## config.mk

```make
export PLATFORM = sky130hd
export DESIGN_NAME = pipe_hazard_ctrl
export DESIGN_NICKNAME = d
export VERILOG_FILES = /design/src/rtl/hazard_pkg.sv /design/src/rtl/mem_wait_fsm.sv /design/src/rtl/pipe_hazard_ctrl.sv
export SDC_FILE = /design/constraint.sdc
export NUM_CORES = 1
export LEC_CHECK = 0
export ABC_AREA = 1
export CAP_MARGIN = 10
export CORE_AREA = 3 3 55 67
export CTS_BUF_LIST = sky130_fd_sc_hd__clkbuf_4 sky130_fd_sc_hd__clkbuf_8
export DETAILED_ROUTE_END_ITERATION = 10
export DIE_AREA = 0 0 58 70
export GPL_TIMING_DRIVEN = 0
export PLACE_DENSITY = 0.83
export SLEW_MARGIN = 20
export SYNTH_ARGS = -nofsm -noshare
export SYNTH_HDL_FRONTEND = slang
export SYNTH_SLANG_ARGS = --single-unit
```

## constraint.sdc

```tcl
create_clock -name clk -period 1.6 [get_ports clk]
set_input_delay 0.16 -clock clk [delete_from_list [all_inputs] [get_ports clk]]
set_output_delay 0.16 -clock clk [all_outputs]
set_load 0.005 [all_outputs]
```

## src/rtl/hazard_pkg.sv

```systemverilog
// Shared types for the 5-stage pipeline hazard controller.
package hazard_pkg;

    typedef enum logic [1:0] {
        RUN      = 2'b00,
        MEM_WAIT = 2'b01,
        ERROR    = 2'b10
    } mem_state_t;

    typedef enum logic [1:0] {
        FWD_RF = 2'b00,
        FWD_W  = 2'b01,
        FWD_M  = 2'b10
    } fwd_sel_t;

endpackage

```

## src/rtl/mem_wait_fsm.sv

```systemverilog
// Data-memory freeze sequencer: RUN / MEM_WAIT / ERROR with a saturating wait
// counter and a sticky timeout flag.
module mem_wait_fsm
    import hazard_pkg::*;
#(
    parameter int MAX_MEM_WAIT = 15
) (
    input  logic clk,
    input  logic rst,
    input  logic memReqM,
    input  logic memReadyM,
    output logic memFreeze,
    output logic timeoutErr
);

    localparam int CW = $clog2(MAX_MEM_WAIT + 1);
    localparam logic [CW-1:0] COUNT_MAX = CW'(MAX_MEM_WAIT);

    mem_state_t    state;
    logic [CW-1:0] count;

    // NOTE: freeze is decoded from the current state and inputs so the stall
    // lands in the very cycle the request misses, with no extra cycle.
    always_comb begin
        case (state)
            RUN:      memFreeze = memReqM && !memReadyM;
            MEM_WAIT: memFreeze = !memReadyM;
            default:  memFreeze = 1'b1;
        endcase
    end

    always_ff @(posedge clk or posedge rst) begin
        if (rst) begin
            state      <= RUN;
            count      <= '0;
            timeoutErr <= 1'b0;
        end else begin
            case (state)
                RUN: begin
                    if (memReqM && !memReadyM) begin
                        state <= MEM_WAIT;
                        count <= CW'(1);
                    end
                end
                MEM_WAIT: begin
                    if (memReadyM) begin
                        state <= RUN;
                        count <= '0;
                    end else if (count == COUNT_MAX) begin
                        state      <= ERROR;
                        timeoutErr <= 1'b1;
                    end else begin
                        count <= count + 1'b1;
                    end
                end
                default: begin
                    state      <= ERROR;
                    timeoutErr <= 1'b1;
                end
            endcase
        end
    end

endmodule

```

## src/rtl/pipe_hazard_ctrl.sv

```systemverilog
// Stall/flush/forward controller for the F-D-E-M-W pipeline with shadow copies
// of in-flight destinations. Define HAZARD_FWD_EN to enable E-stage forwarding.
module pipe_hazard_ctrl
    import hazard_pkg::*;
#(
    parameter int REG_AW       = 4,
    parameter int MAX_MEM_WAIT = 15
) (
    input  logic              clk,
    input  logic              rst,
    input  logic [REG_AW-1:0] ra1D,
    input  logic [REG_AW-1:0] ra2D,
    input  logic              use1D,
    input  logic              use2D,
    input  logic [REG_AW-1:0] wa3D,
    input  logic              regWriteD,
    input  logic              memToRegD,
    input  logic              pcSrcE,
    input  logic              memReqM,
    input  logic              memReadyM,
    output logic              stallF,
    output logic              stallD,
    output logic              stallE,
    output logic              stallM,
    output logic              flushD,
    output logic              flushE,
    output logic              flushW,
    output logic [1:0]        fwdAE,
    output logic [1:0]        fwdBE,
    output logic              timeoutErr
);

    typedef struct packed {
        logic [REG_AW-1:0] wa3;
        logic [REG_AW-1:0] ra1;
        logic [REG_AW-1:0] ra2;
        logic              use1;
        logic              use2;
        logic              reg_write;
        logic              mem_to_reg;
    } e_stage_t;

    typedef struct packed {
        logic [REG_AW-1:0] wa3;
        logic              reg_write;
        logic              mem_to_reg;
    } m_stage_t;

    typedef struct packed {
        logic [REG_AW-1:0] wa3;
        logic              reg_write;
    } w_stage_t;

    e_stage_t sh_e, from_d;
    m_stage_t sh_m, from_e;
    w_stage_t sh_w, from_m;
    logic     mem_freeze, data_hazard, hit_e;
    fwd_sel_t fwd_a, fwd_b;
    logic     unused_shadow;

    mem_wait_fsm #(.MAX_MEM_WAIT(MAX_MEM_WAIT)) u_mem_wait (
        .clk        (clk),
        .rst        (rst),
        .memReqM    (memReqM),
        .memReadyM  (memReadyM),
        .memFreeze  (mem_freeze),
        .timeoutErr (timeoutErr)
    );

    function automatic logic d_reads(input logic [REG_AW-1:0] wa, input logic rw);
        return rw && ((use1D && ra1D == wa) || (use2D && ra2D == wa));
    endfunction

    assign from_d = '{wa3: wa3D, ra1: ra1D, ra2: ra2D, use1: use1D, use2: use2D,
                      reg_write: regWriteD, mem_to_reg: memToRegD};
    assign from_e = '{wa3: sh_e.wa3, reg_write: sh_e.reg_write, mem_to_reg: sh_e.mem_to_reg};
    assign from_m = '{wa3: sh_m.wa3, reg_write: sh_m.reg_write};
    assign hit_e  = d_reads(sh_e.wa3, sh_e.reg_write);

`ifdef HAZARD_FWD_EN
    function automatic fwd_sel_t fwd_select(input logic [REG_AW-1:0] ra, input logic use_src);
        if (use_src && sh_m.reg_write && sh_m.wa3 == ra) return FWD_M;
        if (use_src && sh_w.reg_write && sh_w.wa3 == ra) return FWD_W;
        return FWD_RF;
    endfunction

    assign data_hazard   = hit_e && sh_e.mem_to_reg;
    assign fwd_a         = fwd_select(sh_e.ra1, sh_e.use1);
    assign fwd_b         = fwd_select(sh_e.ra2, sh_e.use2);
    assign unused_shadow = sh_m.mem_to_reg;
`else
    // Without forwarding, any in-flight writer blocks the reader until it retires.
    assign data_hazard   = hit_e || d_reads(sh_m.wa3, sh_m.reg_write)
                                 || d_reads(sh_w.wa3, sh_w.reg_write);
    assign fwd_a         = FWD_RF;
    assign fwd_b         = FWD_RF;
    assign unused_shadow = ^{sh_e.ra1, sh_e.ra2, sh_e.use1, sh_e.use2,
                             sh_e.mem_to_reg, sh_m.mem_to_reg};
`endif

    // NOTE: the rst term forces every enable low the instant reset asserts,
    // before any clock edge, including while the memory FSM is frozen.
    always_comb begin
        stallF = 1'b0;
        stallD = 1'b0;
        stallE = 1'b0;
        stallM = 1'b0;
        flushD = 1'b0;
        flushE = 1'b0;
        flushW = 1'b0;
        if (rst) begin
            stallF = 1'b0;
        end else if (mem_freeze) begin
            stallF = 1'b1;
            stallD = 1'b1;
            stallE = 1'b1;
            stallM = 1'b1;
            flushW = 1'b1;
        end else if (pcSrcE) begin
            flushD = 1'b1;
            flushE = 1'b1;
        end else if (data_hazard) begin
            stallF = 1'b1;
            stallD = 1'b1;
            flushE = 1'b1;
        end
    end

    assign fwdAE = rst ? FWD_RF : fwd_a;
    assign fwdBE = rst ? FWD_RF : fwd_b;

    always_ff @(posedge clk or posedge rst) begin
        if (rst) begin
            sh_e <= '0;
            sh_m <= '0;
            sh_w <= '0;
        end else begin
            if (!stallE) sh_e <= flushE ? '0 : from_d;
            if (!stallM) sh_m <= from_e;
            sh_w <= flushW ? '0 : from_m;
        end
    end

endmodule

```

# After elaboration in Yosys (flattened, before gate mapping)
# Index checks and enable logic that the tools add are counted.
# word_totals
out_inout_bits	12
inputBits	21
elab_cells	71
regBits	22
# classes
n_reduce_logical	21
addsub	1
bitwise_logic	1
n_mux	26
n_eq_ne	13
# op_table
cell	n
$eq 4x4->1	6
$mux 16	1
$mux 1	14
$mux 4	3
$logic_and 1x1->1	10
$pmux 4 s2	1
$mux 2	3
$reduce_and 3->1	2
$logic_or 1x1->1	5
$mux 5	1
$add 4x1->4 const B	1
$eq 4x4->1 const B	1
$ne 2x1->1 const B	2
$pmux 1 s2	2
$pmux 2 s2	1
$ne 3x2->1 const B	1
$ne 3x3->1 const B	1
$eq 2x1->1 const B	1
$logic_not 2->1	1
$ne 2x2->1 const B	1
$reduce_and 2->1	1
$reduce_bool 2->1	1
$logic_not 1->1	1
$not 1->1	1

# Depth between registers and ports, before layout
# Gate-level depths: netlist of run 1.
# logic_depth
ltp_word	11
mapped_depth	11
ltp_nobuf	11

# By module
# Synthesis of run 1 repeated with hierarchy kept, for this count alone.
# unflattened
cells_unflattened	231
area_unflattened_um2	1505.2
# modules_own_cells
mod	cells_per_inst	instances	seq_area_each_um2	area_per_inst_um2
pipe_hazard_ctrl	179	1	375.4	1089.8
mem_wait_fsm	52	1	175.2	415.4

# Worst setup path before layout of run 1
# No wires, ideal clock.
# synth_timing
path_type	flip-flop to output port
start	register u_mem_wait.state[1]
end	output port stallF
stages_incl_launch_ff	10
setup_slack_ps	44
path_buffers	2
required_time_ps	1440
arrival_ps	1396
cell_sequence	dfrtp_1 inv_1 nand2_2 nor2_2 nor3_2 nor2_4 inv_6 buf_6 nand2_1 buf_4
# synth_via
elab_chain_cells	4
word_cells_on_any_way	5
classes_between	eq/ne (1); mux (3); reduce/logical (1)
# synth_rtl
item	line_no	source
from (decl)	mem_wait_fsm.sv:19	mem_state_t state;
from (signal assigned)	mem_wait_fsm.sv:34	state <= RUN;
from (signal assigned)	mem_wait_fsm.sv:41	state <= MEM_WAIT;
from (signal assigned)	mem_wait_fsm.sv:47	state <= RUN;
$eq 2x1->1 / $logic_not 2->1 (equally long branches)	mem_wait_fsm.sv:25	case (state)
$pmux 1 s2 *	mem_wait_fsm.sv:25	
$mux 1 * (2 in a row)	n/a	
to (decl)	pipe_hazard_ctrl.sv:21	output logic stallF,
# Every way passes the cells marked *; elsewhere a longest branch is shown, timed or not.

# Worst setup path after layout of run 1
# layout_timing
start	register sh_e (netlist bit from_e[2])
end	output port stallF
# layout_via
elab_chain_cells	10
word_cells_on_any_way	12
classes_between	eq/ne (2); mux (4); reduce/logical (6)
# layout_rtl
item	line_no	source
from (decl)	pipe_hazard_ctrl.sv:54	e_stage_t sh_e, from_d;
from (signal assigned)	pipe_hazard_ctrl.sv:138	if (!stallE) sh_e <= flushE ? '0 : from_d;
$eq 4x4->1	pipe_hazard_ctrl.sv:71	return rw && ((use1D && ra1D == wa) || (use2D && ra2D == wa));
$logic_and 1x1->1	pipe_hazard_ctrl.sv:71	
$logic_or 1x1->1 *	pipe_hazard_ctrl.sv:71	
$logic_and 1x1->1 *	pipe_hazard_ctrl.sv:71	
$logic_or 1x1->1 *	pipe_hazard_ctrl.sv:93	assign data_hazard = hit_e || d_reads(sh_m.wa3, sh_m.reg_write)
$logic_or 1x1->1 *	pipe_hazard_ctrl.sv:94	|| d_reads(sh_w.wa3, sh_w.reg_write);
$mux 1 *	pipe_hazard_ctrl.sv:122	end else if (data_hazard) begin
$mux 1 *	pipe_hazard_ctrl.sv:119	end else if (pcSrcE) begin
$mux 1 *	pipe_hazard_ctrl.sv:113	end else if (mem_freeze) begin
$mux 1 *	pipe_hazard_ctrl.sv:111	if (rst) begin
# Marks and branches as above.

==> results of run 1 <==
-- power by group through the flow --
stage                     clock (mW)  combinational (mW)  sequential (mW)
after floorplan                    0               0.240            0.663
after global placement             0               0.357            0.671
after detailed placement           0               0.365            0.673
after CTS                      0.263               0.429            0.663
after global routing           0.280               0.507            0.674
final                          0.256               0.444            0.665
-- cell type report --
cell class              instances  area (um^2)  area share (%)
multi-input cells             152          759            37.7
inverters                      37          148            7.33
clock buffers                   3         22.5            1.12
flip-flops and latches         22          551            27.3
repair inverters                1         5.00           0.249
well taps                      36         45.0            2.24
repair buffers                 46          419            20.8
plain buffers                   7         63.8            3.17
-- layer usage --
metal	wire (um)	vias to the layer above
li1	-	741
met1	1440	640
met2	1750	36
met3	159	6
met4	55	0
met5	0	-
-- cells in the final DEF, fill, tap and decap left out, drive strengths merged --
cell type / instances
nor2: 24
nand3: 10
nand4: 2
a21boi: 1
buf: 33
o31ai: 1
xor2: 2
clkinvlp: 2
nor3: 1
o21ai: 9
conb: 4
dfrtp: 22
o41ai: 1
nand2: 87
clkbuf: 3
ha: 1
or2: 1
clkdlybuf4s50: 15
dlymetal6s2s: 2
inv: 36
a21oi: 1
xnor2: 7
dlygate4sd2: 3
-- through the flow --
step	instances	setup WS, ns	utilization (%)	setup TNS, ns
3_3_place_gp	282	-0.862	57.6	-7.45
3_5_place_dp	282	-0.896	57.6	-7.80
2_1_floorplan	219	0.0445	-	0
6_report	304	-0.214	65.3	-0.721
4_1_cts	303	-0.229	63.6	-0.803
5_1_grt	304	-0.380	65.3	-1.88
-- worst max path at each step --
stage | endpoint | slack, ns | cells after the start
after floorplan | stallF | 0.04 | 9
after global placement | flushE | -0.86 | 7
after detailed placement | flushE | -0.90 | 7
after CTS | stallF | -0.23 | 10
after global routing | stallF | -0.38 | 12
final | stallF | -0.21 | 10
-- state kept, by name, indices dropped and copies added, names as in the netlist --
| register | cells |
|---|---|
| u_mem_wait.timeoutErr | 1 |
| u_mem_wait.state | 2 |
| from_m | 5 |
| from_e | 5 |
| sh_w | 5 |
| u_mem_wait.count | 4 |
-- cells by family after synthesis --
logic type	Yosys count
AO/OA/AOI/OAI	13
flip-flops	22
XOR/XNOR	9
buffers and inverters	45
adder cells (fa/ha/maj)	1
other	1
AND/OR/NAND/NOR	125
-- timing repair --
item,in CTS,in global routing
setup endpoints to repair,16,16
hold buffers,0,0
pin swaps,14,11
gates resized for setup,53,15
setup buffers,18,2
gates cloned,1,0
==> impl_metrics.json, run 1 <==
{
  "status": "finished with violations",
  "violations": "setup timing",
  "cts_buffers": 3,
  "postRouteAntennaNets": 0,
  "synth-xor-area-share_pct": 5.44,
  "vias": 1423,
  "rr_startpoint": "u_mem_wait.state[1]$_DFFE_PP0P_",
  "regToRegEndpoint": "from_e[3]$_DFFE_PP0N_",
  "netlist_instances": 216,
  "timing.fmax_mhz": 551,
  "die_w_um": 58,
  "startpoint_type": "flop",
  "start_util_pct": 47.0,
  "crit_family": "simple AND/OR/NAND/NOR gates",
  "synth_simple_gate_area_share_pct": 35.0,
  "antenna_found_initial": 0,
  "area_delta_synth_final_pct": 38.8,
  "clkTransAtPathRegs_ns": 0.12,
  "die_h_um": 70,
  "totalWireLength_mm": 3.41,
  "synth-edff-count": 0,
  "leakage_nw": 1.15,
  "p_comb_share_pct": 32.5,
  "yosysTopAreaCellShare_pct": 38.0,
  "syn_area_um2": 1450,
  "grt_overflow": 0,
  "cp_max_fo": 5,
  "total_power_mw": 1.37,
  "cap_violations": 0,
  "yosysMostFrequentCell": "nand2_1",
  "synth-main-ff-cell": "dfrtp_1",
  "viasPerCell": 4.68,
  "finalWeightedCongestion": 0.816,
  "ys.warnings.count": 0,
  "rsz0062_at_grt": "yes",
  "power.density_nw_per_um2": 678,
  "n_fill_cell": 266,
  "tightestPinTransition_ns": 0.534,
  "die_area_um2": 4060,
  "drt_iter0_markers": 65,
  "seq_power_share_pct": 48.7,
  "grt-busiest-layer": "met2",
  "synth_top_family_by_area": "simple AND/OR/NAND/NOR gates",
  "finalClockSkew_ns": 0.00431,
  "setup.worst_path.end_class": "output port",
  "worstHoldPathCells": 2,
  "row_count": 22,
  "drt_pass1_iterations": 5,
  "hold_slack_ns": 0.344,
  "final_layout_size_suffix_gt1_share_pct": 24.6,
  "p_int_uw": 922,
  "critPathLaunch": "from_e[2]$_DFFE_PP0N_",
  "ir_worst_vdd_v": 0.000672,
  "ys_ff_latch": 22,
  "ff2ff_path_depth": 10,
  "use_met2_pct": 31.8,
  "crit_path_max_incr_delay_ns": 0.45,
  "synth_top_cell_by_area": "dfrtp_1",
  "root_buffer": "clkbuf_4",
  "fin_crit_ns": 1.81,
  "cts.path.max_buffers": 2,
  "ys_seq_area_share_pct": 38.0,
  "clkLatencyLatePin_ns": 0.31,
  "ys_top_cells_by_count": "nand2_1 (86), inv_1 (36), dfrtp_1 (22), nor2_1 (22), nand3_1 (10)",
  "synthAdderAreaFrac_pct": 0.863,
  "hold_violations": 0,
  "finalSetupViolCount": 6,
  "grt_first_pass_wirelength_mm": 5.66,
  "crit_path_top_delay_cell": "dfrtp_1",
  "cp_cell_sequence": "xor2_1, nor2_1, nand3_1, nand2_1, nand2_2, nand3_2, nand3_2, nand2_2, buf_6, buf_6",
  "worst_slack_ns": -0.214,
  "p_sw_share_pct": 32.5,
  "hold-path-endpoint": "u_mem_wait.count[2]$_DFFE_PP0P_",
  "slew_violations": 0,
  "ios": 33,
  "drc_errors": 0,
  "dpl_cell_area_um2": 1780,
  "crit_required_ns": 1.44,
  "synth.area.top_cells": "dfrtp_1 (38%), nand2_1 (22%), inv_1 (9.3%)",
  "power_frac_clock_pct": 18.7,
  "relSlewSlack_pct": 64.2,
  "core_area_um2": 3080,
  "syn_avg_cell_area_um2": 6.71,
  "antenna_cells": 0,
  "met1_usage_pct": 21.3,
  "timing.final.crit_share_pct": 113,
  "hp-class": "in2reg",
  "arrival_ns": 1.65,
  "grt_pass1_vias": 1325,
  "final_area_um2": 2010,
  "hp-start": "memReadyM",
  "grt.total_usage_pct": 17.8,
  "ys_types": 24,
  "wl_per_cell_um": 11.2,
  "cts_max_level": 1,
  "cts.sinks": 22,
  "grtUsageMet3_pct": 2.40,
  "numPortBuffers": 27,
  "cp.buffers_inverters": 2,
  "p_sw_uw": 443,
  "critPathKind": "reg2out",
  "synth_mux_area_share_pct": 0,
  "reg2reg_slack_ns": 0.07,
  "finalNetCount": 292,
  "grt_max_degree": 18,
  "async_reset_ff_share_pct": 100,
  "hpwl_mm": 2.25,
  "cts_tree": "built",
  "synth_compound_area_share_pct": 6.13
}
Note: power is estimated with default switching activity, not from simulation.
==> run 2, diff against run 1 <==
CAP_MARGIN = 20   (was 10)
CORE_AREA = 2 2 54 66   (was 3 3 55 67)
DIE_AREA = 0 0 56 68   (was 0 0 58 70)
==> run 2 against run 1 <==
  * Final cell count increased by 0.99%
  * First-iteration DRC count decreased by 34%
  * The run still ends with setup timing left
  * Final area increased by 0.50%
  * Critical path type unchanged
  * Via count increased by 0.98%
  * Global-route usage increased by 0.90 points
  * Critical endpoint unchanged
  * Sequential power about the same
  * Clock-buffer cell count unchanged
  * Register-to-register slack got worse by 0.03 ns
  * Combinational power increased by 1%
  * Setup slack got worse by 0.013 ns
  * Sequential share of layout area decreased by 0.14 points
==> impl_metrics.json, run 2 (synthesis results as in run 1) <==
{
  "cap_violations": 0,
  "arrival_ns": 1.67,
  "die_area_um2": 3810,
  "wl_per_cell_um": 11.4,
  "cts_max_level": 1,
  "grt_overflow": 0,
  "final_common_cell": "nand2_1",
  "dp_cells": 283,
  "final_layout_size_suffix_gt1_share_pct": 24.8,
  "crit_required_ns": 1.44,
  "slew_violations": 0,
  "grt.total_usage_pct": 18.7,
  "drt_iter0_markers": 43,
  "drc_errors": 0,
  "relSlewSlack_pct": 64.3,
  "rsz0062_at_grt": "yes",
  "hold_violations": 0,
  "hp-class": "in2reg",
  "finalWeightedCongestion": 0.837,
  "timing.final.crit_share_pct": 114,
  "ir_worst_vdd_v": 0.000505,
  "die_h_um": 68,
  "finalNetCount": 294,
  "viasPerCell": 4.68,
  "cts_tree": "built",
  "utilization_pct": 62.8,
  "area_delta_synth_final_pct": 39.5,
  "stdcell_count": 307,
  "finalSetupViolCount": 5,
  "finalClockSkew_ns": 0.00440,
  "drt_pass1_iterations": 4,
  "cts_buffers": 3,
  "grt_pass1_vias": 1300,
  "die_w_um": 56,
  "cts_hold_buf": 0,
  "final_cell_mix": "nand2_1 (84), inv_1 (25), dfrtp_1 (22), buf_4 (20), nor2_1 (18)",
  "timing.fmax_mhz": 548,
  "totalWireLength_mm": 3.49,
  "numPortBuffers": 27,
  "postRouteAntennaNets": 0,
  "clkTransAtPathRegs_ns": 0.07,
  "critPathKind": "reg2out",
  "grt_max_degree": 18,
  "cts.sinks": 22,
  "core_area_um2": 3220,
  "startpoint_type": "flop",
  "leakage_nw": 1.15,
  "vias": 1437,
  "power.density_nw_per_um2": 720,
  "ios": 33,
  "root_buffer": "clkbuf_8",
  "tightestPinTransition_ns": 0.533,
  "antenna_cells": 0,
  "hpwl_mm": 2.30,
  "total_power_mw": 1.46,
  "violations": "setup timing",
  "start_util_pct": 45.0,
  "grt_first_pass_wirelength_mm": 5.46,
  "fin_crit_ns": 1.83,
  "clkLatencyLatePin_ns": 0.26,
  "cts.path.max_buffers": 2,
  "row_count": 23,
  "antenna_found_initial": 0,
  "status": "finished with violations",
  "cp_max_fo": 4,
  "hold_slack_ns": 0.385,
  "worst_slack_ns": -0.226,
  "setup.worst_path.end_class": "output port"
}
run 2: changes by cell type in the layout (fill, tap and decap cells not counted), moves of 4 or more:
cell,previous run,this run
nand2_1,77,84
nand2_2,9,2
dlygate4sd2_1,3,8
inv_1,29,25
inv_2,6,10
nor2_1,22,18
nor2_2,0,4
run 2: final timing paths:
| path | startpoint | endpoint | slack, ns | cells past startpoint |
|---|---|---|---|---|
| min in group asynchronous | rst | u_mem_wait.state[0]$_DFFE_PP0P_ | 0.42 | 3 |
| worst max register to register | from_e[2]$_DFFE_PP0N_ | from_e[5]$_DFFE_PP0N_ | 0.04 | 10 |
| worst max-delay path | from_e[2]$_DFFE_PP0N_ | stallF | -0.23 | 10 |
| worst min register to register | u_mem_wait.timeoutErr$_DFFE_PP0P_ | u_mem_wait.timeoutErr$_DFFE_PP0P_ | 0.49 | 1 |
| max in group asynchronous | rst | sh_w[1]$_DFF_PP0_ | 0.88 | 2 |
| worst min-delay path | memReadyM | u_mem_wait.count[2]$_DFFE_PP0P_ | 0.39 | 2 |
run 2: cell type report:
class	count	area, um^2
Tap cell	37	46.3
Buffer	6	52.6
Timing Repair inverter	1	5.00
Sequential cell	22	551
Timing Repair Buffer	49	438
Fill cell	297	1200
Multi-Input combinational cell	152	742
Inverter	37	148
Clock buffer	3	41.3
run 2: per-layer routing:
layer / vias up / track usage (%) / share of wire (%)
li1: 744 / - / -
met1: 643 / 21.4 / 41
met2: 36 / 34.4 / 51
met3: 14 / 2.27 / 3.7
met4: 0 / 10.1 / 4.6
met5: - / 0 / 0
run 2: metrics by stage:
stage	setup WS [ns]	setup TNS, ns	area, um^2
finish	-0.226	-0.623	2020
global route	-0.341	-1.39	2020
CTS	-0.138	-0.406	1980
detailed placement	-0.923	-7.93	1780
global placement	-0.885	-7.30	1780
floorplan	0.0445	0	1460
run 2: report_power, final:
part           total, mW  internal [mW]  leakage [nW]  switching (mW)
Combinational      0.450          0.223         0.851           0.227
Clock              0.342          0.168        0.0216           0.174
Sequential         0.664          0.611         0.275          0.0530
run 2: critical path, stage by stage (launching register included):
cell and delay (ns):
dfrtp_1 0.41, xor2_1 0.15, nor2_1 0.15, nand3_1 0.12, nand2_1 0.10, nand2_1 0.07, nand3_1 0.07, nand3_1 0.08
nand2_2 0.08, buf_6 0.09, buf_6 0.08
run 2: timing repair:
| item | CTS | global route |
|---|---|---|
| pin swaps | 20 | 7 |
| buffers inserted | 23 | 2 |
| gates resized for setup | 63 | 8 |
| endpoints found under the setup margin | 18 | 14 |
| cloned | 1 | 0 |
==> run 3, diff against run 2 <==
SKIP_CTS_REPAIR_TIMING = 1   (was unset)
==> run 3 against run 2 <==
  * The flow still finishes with violations (setup timing)
  * Final cell count rose by 0.65%
  * Sequential cell count did not move
  * Die area stayed put
  * Clock-buffer cell count stayed put
  * Critical endpoint unchanged
  * Register-to-register slack got worse by 0.16 ns
  * Clock skew decreased by 0.0024 ns
  * Sequential power is essentially flat
  * Maximum frequency fell by 5.3%
  * Clock power rose by 3%
  * Critical path depth grew 1
==> impl_metrics.json, run 3 (synthesis results as in run 1) <==
{
  "wl_per_cell_um": 11.0,
  "viasPerCell": 4.68,
  "cp_max_fo": 7,
  "crit_required_ns": 1.44,
  "vias": 1446,
  "root_buffer": "clkbuf_8",
  "die_h_um": 68,
  "hp-class": "in2reg",
  "final_layout_size_suffix_gt1_share_pct": 23.5,
  "clkLatencyLatePin_ns": 0.27,
  "finalClockSkew_ns": 0.00201,
  "postRouteAntennaNets": 0,
  "row_count": 23,
  "startpoint_type": "flop",
  "violations": "setup timing",
  "n_fill_cell": 286,
  "arrival_ns": 1.77,
  "drt_iter0_markers": 52,
  "final_area_um2": 2090,
  "cts.path.max_buffers": 2,
  "cts_tree": "built",
  "cts_max_level": 1,
  "setup.worst_path.end_class": "output port",
  "rsz0062_at_grt": "yes",
  "finalSetupViolCount": 12,
  "reg2reg_slack_ns": -0.12,
  "ir_worst_vdd_v": 0.000469,
  "critPathKind": "reg2out",
  "finalNetCount": 296,
  "power.density_nw_per_um2": 701,
  "timing.final.crit_share_pct": 121,
  "drt_pass1_iterations": 4,
  "tightestPinTransition_ns": 0.537,
  "rr_startpoint": "u_mem_wait.state[1]$_DFFE_PP0P_",
  "critPathLaunch": "u_mem_wait.state[1]$_DFFE_PP0P_",
  "status": "finished with violations",
  "numPortBuffers": 27,
  "endpoint": "stallF",
  "finalWeightedCongestion": 0.837,
  "die_w_um": 56,
  "area_delta_synth_final_pct": 44.1,
  "ff2ff_path_depth": 12,
  "worst_slack_ns": -0.329,
  "hpwl_mm": 2.30,
  "antenna_found_initial": 0,
  "cts_buffers": 3,
  "hold_violations": 0,
  "grt_max_degree": 25,
  "die_area_um2": 3810,
  "final_cell_mix": "nand2_1 (80), inv_1 (30), buf_4 (23), nor2_1 (21), dfrtp_1 (21)",
  "regToRegEndpoint": "from_m[0]$_DFFE_PP0N_",
  "relSlewSlack_pct": 64.0,
  "totalWireLength_mm": 3.39,
  "grt_pass1_vias": 1140,
  "timing.fmax_mhz": 518,
  "antenna_cells": 0,
  "grt_overflow": 0,
  "ios": 33,
  "cts.sinks": 22,
  "dpl_cell_area_um2": 1780,
  "grt.total_usage_pct": 16.1,
  "cap_violations": 0,
  "final_common_cell": "nand2_1",
  "core_area_um2": 3220,
  "hp-start": "memReadyM",
  "clkTransAtPathRegs_ns": 0.08,
  "leakage_nw": 1.23,
  "slew_violations": 0,
  "hold_slack_ns": 0.258,
  "fin_crit_ns": 1.93,
  "grt_first_pass_wirelength_mm": 4.75,
  "start_util_pct": 45.0,
  "drc_errors": 0
}
-- run 3: cell types whose count changed in the layout (fill, tap and decap cells not counted), sizes merged --
| cell | change |
|---|---|
| dlygate4sd2 | -8 |
| clkinv | +1 |
| clkdlybuf4s50 | +1 |
| clkbuf | +2 |
| inv | -1 |
| buf | -2 |
| dlymetal6s2s | +9 |
-- run 3: metal layers --
layer | share of wire (%) | wire (um) | track usage, % | vias to the layer above
met3 | 3.8 | 127 | 1.70 | 5
met5 | 0 | 0 | 0 | -
met2 | 51 | 1710 | 28.2 | 33
met1 | 44 | 1490 | 20.5 | 655
li1 | - | - | - | 753
met4 | 1.8 | 62 | 6.25 | 0
-- run 3: stage by stage --
step / power [mW] / util (%) / instances / setup TNS (ns) / setup WS (ns)
2_1_floorplan: 0.903 / - / 219 / 0 / 0.0445
3_3_place_gp: 1.03 / 55.2 / 283 / -7.30 / -0.885
3_5_place_dp: 1.04 / 55.2 / 283 / -7.93 / -0.923
4_1_cts: 1.38 / 56.4 / 286 / -6.08 / -0.931
5_1_grt: 1.55 / 64.8 / 309 / -3.11 / -0.394
6_report: 1.46 / 64.8 / 309 / -1.84 / -0.329
-- run 3: worst min path at each step --
stage	end	cells after the start
after floorplan	from_e[1]$_DFFE_PP0N_	1
after global placement	u_mem_wait.timeoutErr$_DFFE_PP0P_	1
after detailed placement	sh_w[1]$_DFF_PP0_	2
after CTS	sh_w[1]$_DFF_PP0_	2
after global routing	u_mem_wait.count[2]$_DFFE_PP0P_	2
final	u_mem_wait.count[2]$_DFFE_PP0P_	2
-- run 3: layout make-up --
class | count | area [um^2] | share of cell area, %
repair inverters | 1 | 5.00 | 0.240
inverters | 37 | 155 | 7.43
multi-input cells | 152 | 746 | 35.7
clock buffers | 3 | 41.3 | 1.98
repair buffers | 49 | 465 | 22.3
well taps | 37 | 46.3 | 2.22
flip-flops and latches | 22 | 552 | 26.4
plain buffers | 8 | 78.8 | 3.77
-- run 3: report_power, final --
| part | internal [mW] | switching, mW | total [mW] |
|---|---|---|---|
| logic | 0.225 | 0.221 | 0.446 |
| registers | 0.611 | 0.0548 | 0.666 |
| clock network | 0.169 | 0.184 | 0.353 |
| total | 1.01 | 0.459 | 1.46 |
-- run 3: critical path, stage by stage, from the launching register on --
cell and delay [ns]:
dfrtp_2 0.44, inv_2 0.08, nand2_4 0.07, nor2_4 0.16
nor3_4 0.07, nor2_4 0.13, buf_12 0.14, clkinv_8 0.05
buf_8 0.13, nand2_4 0.05, buf_6 0.09, buf_6 0.08
